--- src/rtl/uart_tx_arb.sv ---
// uart_tx_arb: round-robin arbiter that shares one uart_tx between NUM_REQ
// byte producers, with per-requester packet locking.
//
// Optional feature: define UART_TX_ARB_TIMEOUT_EN to break a packet lock
// after TIMEOUT idle cycles in HOLD. Without it, HOLD waits indefinitely
// for the owner's last byte.
//
// state     | meaning
// ----------+--------------------------------------------------------------
// S_IDLE    | line free, round-robin arbitration from rr_ptr_q
// S_ISSUE   | data_q presented to uart_tx until it reports busy
// S_WAIT_DONE | byte on the line, waiting for tx_busy_i to fall
// S_HOLD    | packet lock held, only the owner may send the next byte

module uart_tx_arb #(
  parameter int NUM_REQ = 4,
  parameter int GRANT_W = 2,
  parameter int TIMEOUT = 1024
) (
  input  logic                   clk,
  input  logic                   rst_n,
  input  logic [NUM_REQ-1:0]     req_valid_i,
  input  logic [8*NUM_REQ-1:0]   req_data_i,
  input  logic [NUM_REQ-1:0]     req_last_i,
  output logic [NUM_REQ-1:0]     req_ready_o,
  output logic [7:0]             tx_data_o,
  output logic                   tx_data_valid_o,
  input  logic                   tx_busy_i,
  output logic [GRANT_W-1:0]     grant_o,
  output logic                   locked_o
);

  if (NUM_REQ < 2 || NUM_REQ > 8 || GRANT_W != $clog2(NUM_REQ) || TIMEOUT < 1) begin : g_bad_param
    $error("uart_tx_arb: illegal parameter combination");
  end

  typedef enum logic [1:0] {
    S_IDLE,
    S_ISSUE,
    S_WAIT_DONE,
    S_HOLD
  } state_t;

  state_t               state_q, state_d;
  logic [GRANT_W-1:0]   rr_ptr_q, rr_ptr_d;
  logic [GRANT_W-1:0]   grant_q, grant_d;
  logic                 locked_q, locked_d;
  logic [7:0]           data_q, data_d;

  logic [2*NUM_REQ-1:0] valid_dbl;
  logic [NUM_REQ-1:0]   valid_rot;
  logic                 rr_found;
  logic [GRANT_W-1:0]   rr_winner;
  logic [GRANT_W-1:0]   next_after_grant;
  logic                 owner_valid;
  logic                 accept;
  logic [GRANT_W-1:0]   acc_idx;
  logic                 timeout_hit;

  // Rotate the valids so that bit 0 corresponds to rr_ptr_q.
  assign valid_dbl = {req_valid_i, req_valid_i} >> rr_ptr_q;
  assign valid_rot = valid_dbl[NUM_REQ-1:0];

  assign next_after_grant = (grant_q == GRANT_W'(NUM_REQ-1)) ? '0 : grant_q + 1'b1;

  // First valid requester at or above rr_ptr_q, wrapping.
  always_comb begin
    rr_found  = 1'b0;
    rr_winner = '0;
    for (int j = NUM_REQ-1; j >= 0; j--) begin
      if (valid_rot[j]) begin
        rr_found  = 1'b1;
        rr_winner = GRANT_W'((int'(rr_ptr_q) + j) % NUM_REQ);
      end
    end
  end

  // Valid of the current owner, used while the lock is held.
  always_comb begin
    owner_valid = 1'b0;
    for (int k = 0; k < NUM_REQ; k++) begin
      if (grant_q == GRANT_W'(k)) owner_valid = req_valid_i[k];
    end
  end

`ifdef UART_TX_ARB_TIMEOUT_EN
  localparam int CNT_W = (TIMEOUT > 1) ? $clog2(TIMEOUT) : 1;
  localparam logic [CNT_W-1:0] CNT_LOAD = CNT_W'(TIMEOUT-1);

  logic [CNT_W-1:0] to_cnt_q;

  // Down-counter armed outside HOLD; counts while the owner has nothing to send.
  always_ff @(posedge clk or negedge rst_n) begin
    if (!rst_n) begin
      to_cnt_q <= CNT_LOAD;
    end else if (state_q != S_HOLD || owner_valid) begin
      to_cnt_q <= CNT_LOAD;
    end else if (to_cnt_q != '0) begin
      to_cnt_q <= to_cnt_q - 1'b1;
    end
  end

  assign timeout_hit = (state_q == S_HOLD) && !owner_valid && (to_cnt_q == '0);
`else
  assign timeout_hit = 1'b0;
`endif

  // Next-state, accept decode and uart_tx handshake.
  always_comb begin
    state_d         = state_q;
    rr_ptr_d        = rr_ptr_q;
    grant_d         = grant_q;
    locked_d        = locked_q;
    data_d          = data_q;
    req_ready_o     = '0;
    tx_data_valid_o = 1'b0;
    accept          = 1'b0;
    acc_idx         = grant_q;

    case (state_q)
      S_IDLE: begin
        // rst_n gating keeps ready low while reset is held with valids present.
        if (rst_n && rr_found && !tx_busy_i) begin
          accept  = 1'b1;
          acc_idx = rr_winner;
        end
      end
      S_ISSUE: begin
        // uart_tx latched the byte in the first ISSUE cycle; busy confirms it.
        if (tx_busy_i) begin
          state_d = S_WAIT_DONE;
        end else begin
          tx_data_valid_o = 1'b1;
        end
      end
      S_WAIT_DONE: begin
        if (!tx_busy_i) begin
          if (locked_q) begin
            state_d = S_HOLD;
          end else begin
            rr_ptr_d = next_after_grant;
            state_d  = S_IDLE;
          end
        end
      end
      S_HOLD: begin
        if (owner_valid && !tx_busy_i) begin
          accept  = 1'b1;
          acc_idx = grant_q;
        end else if (timeout_hit) begin
          locked_d = 1'b0;
          rr_ptr_d = next_after_grant;
          state_d  = S_IDLE;
        end
      end
      default: state_d = S_IDLE;
    endcase

    if (accept) begin
      grant_d = acc_idx;
      state_d = S_ISSUE;
      for (int k = 0; k < NUM_REQ; k++) begin
        if (acc_idx == GRANT_W'(k)) begin
          req_ready_o[k] = 1'b1;
          data_d         = req_data_i[8*k +: 8];
          locked_d       = ~req_last_i[k];
        end
      end
    end
  end

  // State register and registered outputs.
  always_ff @(posedge clk or negedge rst_n) begin
    if (!rst_n) begin
      state_q  <= S_IDLE;
      rr_ptr_q <= '0;
      grant_q  <= '0;
      locked_q <= 1'b0;
      data_q   <= 8'h00;
    end else begin
      state_q  <= state_d;
      rr_ptr_q <= rr_ptr_d;
      grant_q  <= grant_d;
      locked_q <= locked_d;
      data_q   <= data_d;
    end
  end

  assign tx_data_o = data_q;
  assign grant_o   = grant_q;
  assign locked_o  = locked_q;

endmodule

--- config.mk ---
export PLATFORM = sky130hd
export DESIGN_NAME = uart_tx_arb
export DESIGN_NICKNAME = d
export VERILOG_FILES = /design/src/rtl/uart_tx_arb.sv
export SDC_FILE = /design/constraint.sdc
export NUM_CORES = 1
export LEC_CHECK = 0
export CAP_MARGIN = 5
export CORE_AREA = 2 2 61 63
export DETAILED_ROUTE_END_ITERATION = 8
export DIE_AREA = 0 0 63 65
export GPL_ROUTABILITY_DRIVEN = 0
export PLACE_DENSITY = 0.78
export SKIP_LAST_GASP = 1
export SLEW_MARGIN = 20
export SYNTH_ARGS = -nofsm -noshare
export SYNTH_HDL_FRONTEND = slang
export SYNTH_SLANG_ARGS = --single-unit
--- constraint.sdc ---
create_clock -name clk -period 2.7 [get_ports clk]
set_clock_uncertainty 0.2 [all_clocks]
set_input_delay 0.675 -clock clk [delete_from_list [all_inputs] [get_ports clk]]
set_output_delay 0.675 -clock clk [all_outputs]
set_load 0.03 [all_outputs]
==> summary.md <==
| Metric | Value |
|---|---|
| Status | finished, violations left |
| Violated checks | setup timing |
| Final hold vios | 0 |
| Dpl hpwl | 2910 um |
| Layout cells sized above 1 | 36.1% |
| # IOs | 59 |
| Leading area contributor after synthesis | dfrtp_1 |
| Fmax | 332 MHz |
| Ant. Diodes | 0 |
| Unique masters post-synth | 39 |
| Core footprint | 3500 um2 |
| Clock buffer count from CTS | 3 |
| Die area | 4100 um2 |
| Total track usage | 20.5% |
| Post-layout min period | 3.01 ns |
| # clock sinks | 15 |
| Multi-input logic area | 946 um2 |
| Dpl cell area | 2070 um2 |
| Fin. max-slew vios | 0 |
| Top cell type's share of synthesized area | 30.9% |
| Final setup viols | 4 |
| Post-Syn Nets | 186 |
| R2r endpoint | tx_data_o[4] |
| Crit Path Max Fanout | 4 |
| Hold crit path type | input port to async pin |
| Post-Place Cells | 265 |
| Post-synthesis sequential area ratio | 30.9% |
| Fill cell count | 289 |
| Vias per inst | 5.17 |
| Initial DRC count | 76 |
| Ys flop type | dfrtp_1 |
| Synth Area in Simple Gates | 22.1% |
| Initial Util | 34.8% |
| Clock Latency Late Sink | 0.30 ns |
| Mux share of post-synthesis cell area | 8.33% |
| Total Neg Setup Slack | -1.02 ns |
| Max-Cap Viols | 0 |
| Ys Warns | 0 |
| WL per Instance | 15.8 um |
| Synth async-reset ratio | 100% |
| PwrDens | 877 nW/um2 |
| CP required | 1.82 ns |
| Drt first pass iters | 4 |
| Crit-path slowest cell | dfrtp_1 |
| Largest net degree at the start of global routing | 16 |
| NumNets Final | 282 |
| Delay-heaviest family, CP | simple AND/OR/NAND/NOR gates |
| H-tree depth | 1 |
| Synth Area in Adders | 8.23% |
| R2R Path Start | state_q[1] |
| Synthesized area | 1220 um2 |
| DRT antenna net count | 0 |
| Design Area, Final | 2310 um2 |
| Crit-path max cell delay | 0.46 ns |
| Maximum clock path buffer count | 2 |
| Critical Path AT | 2.14 ns |
| Layout area overhead | 89.6% |
| Largest family of logic cells by synthesized area | compound AO/OA/AOI/OAI gates |
| Initial antenna violation count | 0 |
| Cell mode on critical path | buf_6 |
| Port Buffers | 58 |
| Final worst slack | -0.315 ns |
| Hold buffers post-CTS | 0 |
| CTS tree | yes |
| Synth Register Bits | 15 |
| DRC viols | 0 |
| Final Cycle Share | 112% |
| Static Leak | 1.01 nW |
| Drt total wl | 4390 um |
| Post-synth EDFFs | 0 |
| CP Buf/Inv Count | 2 |
| Gate Count Post-Synth | 135 |
| Top cells by area, synth | dfrtp_1, ha_1, mux2i_1 |
| VDD IR max | 0.456 mV |
| Site row count | 22 |
| Worst setup path category | flop to output pin |
| Root Buffer Master | clkbuf_4 |
| Rel. slew slack | 64.6% |
| Die Height | 65 um |
| Register Area | 377 um2 |
| First-pass GRT wire length | 6690 um |
| Overflow after GRT | 0 |
| Vias in the first global route | 1,437 |
| Startpoint Class | flop |
| Non-Filler Instances | 278 |
| Reg2reg path depth | 11 |
| Avg Cell Area, Syn | 9.01 um2 |
| DR vias | 1,436 |
| Die W | 63 um |
| FF-to-FF setup slack | 0.11 ns |
| Worst-Margin Slew | 0.517 ns |
| Final Util | 66.0% |
| RSZ-0062 raised after global routing | yes |
| Xor/xnor share of the synthesized area | 0% |
| Reg clk slew, reported paths | 0.11 ns |
| Worst setup EP type | output pin |
| Crit path cell chain | buf_6, ha_4, nor4b_4, nand2_2, a31o_4, nor2_4, and2_4, buf_6 |
| Post-synthesis compound-gate area fraction | 24.4% |
-- synth_stat cells, drive strengths merged, types with 2 or more instances --
master and number:
a2111oi 9, a211oi 9, a21boi 2, a21o 2
a21oi 3, a31oi 3, and2 2, buf 4
clkbuf 2, dfrtp 15, ha 8, inv 5
mux2i 9, nand2 14, nand2b 4, nor2 21
nor2b 3, o21ai 4
-- state kept, by name (all words and copies together), names as in the netlist --
register,count
state_q,2
locked_o,1
tx_data_o,8
rr_ptr_q,2
grant_o,2
-- cells by family after synthesis --
group           after synthesis
compound gates               38
fa+ha+maj                     8
buf+inv                      11
flops                        15
mux                          10
simple gates                 53
-- timing repair --
item | CTS | global route
pin swaps | 13 | 7
setup buffers | 8 | 1
setup endpoints to repair | 14 | 11
gates resized for setup | 46 | 9
-- worst max path at each step --
stage	startpoint	end	slack, ns	cells past startpoint
finish	grant_o[1]	req_ready_o[1]	-0.31	8
global route	grant_o[1]	req_ready_o[1]	-0.37	8
CTS	grant_o[1]	req_ready_o[1]	-0.25	8
detailed placement	req_valid_i[2]	req_ready_o[1]	-0.60	8
global placement	req_valid_i[2]	req_ready_o[3]	-0.58	7
floorplan	grant_o[0]	req_ready_o[1]	-0.09	9
-- per-stage QoR --
stage | worst slack [ns] | hold slack, ns | total power, mW
floorplan | -0.0919 | 0.179 | 1.20
global placement | -0.579 | 0.343 | 1.64
detailed placement | -0.598 | 0.359 | 1.66
CTS | -0.249 | 0.286 | 1.95
global route | -0.370 | 0.301 | 2.15
finish | -0.315 | 0.272 | 2.02
-- layout make-up --
cell class	instances	share of cell area (%)
Clock buffer	3	0.977
Clock inverter	1	0.217
Inverter	5	0.814
Multi-Input combinational cell	109	41.0
Sequential cell	15	16.3
Tap cell	48	2.60
Timing Repair Buffer	97	38.0
-- layer usage --
layer / part of all wire, % / wire length, um / up-vias / global-route usage [%]
li1: - / - / 687 / -
met1: 43 / 1870 / 703 / 26.0
met2: 51 / 2250 / 38 / 34.7
met3: 4.9 / 214 / 8 / 4.51
met4: 1.4 / 61 / 0 / 6.67
met5: 0 / 0 / - / 0
-- power breakdown --
group          switching, mW  leakage (nW)  internal [mW]
sequential            0.0851         0.169          0.334
combinational          0.750         0.824          0.708
clock                 0.0897        0.0177         0.0552
-- placed cells by master (no fill, tap or decap), types with 2 or more instances in the layout --
master | Yosys | layout
o21ai_2 | 1 | 2
clkbuf_4 | 0 | 3
a21boi_0 | 2 | 2
nand2b_4 | 2 | 2
inv_1 | 5 | 3
a211oi_1 | 8 | 7
buf_2 | 1 | 4
nor2_1 | 21 | 19
a21oi_1 | 3 | 2
nand2_1 | 14 | 12
mux2i_1 | 9 | 9
buf_6 | 2 | 10
ha_4 | 0 | 2
a21o_1 | 2 | 2
inv_2 | 0 | 2
buf_4 | 0 | 34
a31oi_4 | 0 | 2
dfrtp_1 | 15 | 14
nand2b_1 | 2 | 2
clkdlybuf4s50_1 | 0 | 47
ha_1 | 8 | 5
nor2b_1 | 3 | 2
nor2_4 | 0 | 2
o21ai_0 | 3 | 2
a2111oi_0 | 9 | 7
No activity file was read; power rests on OpenSTA's default activity.
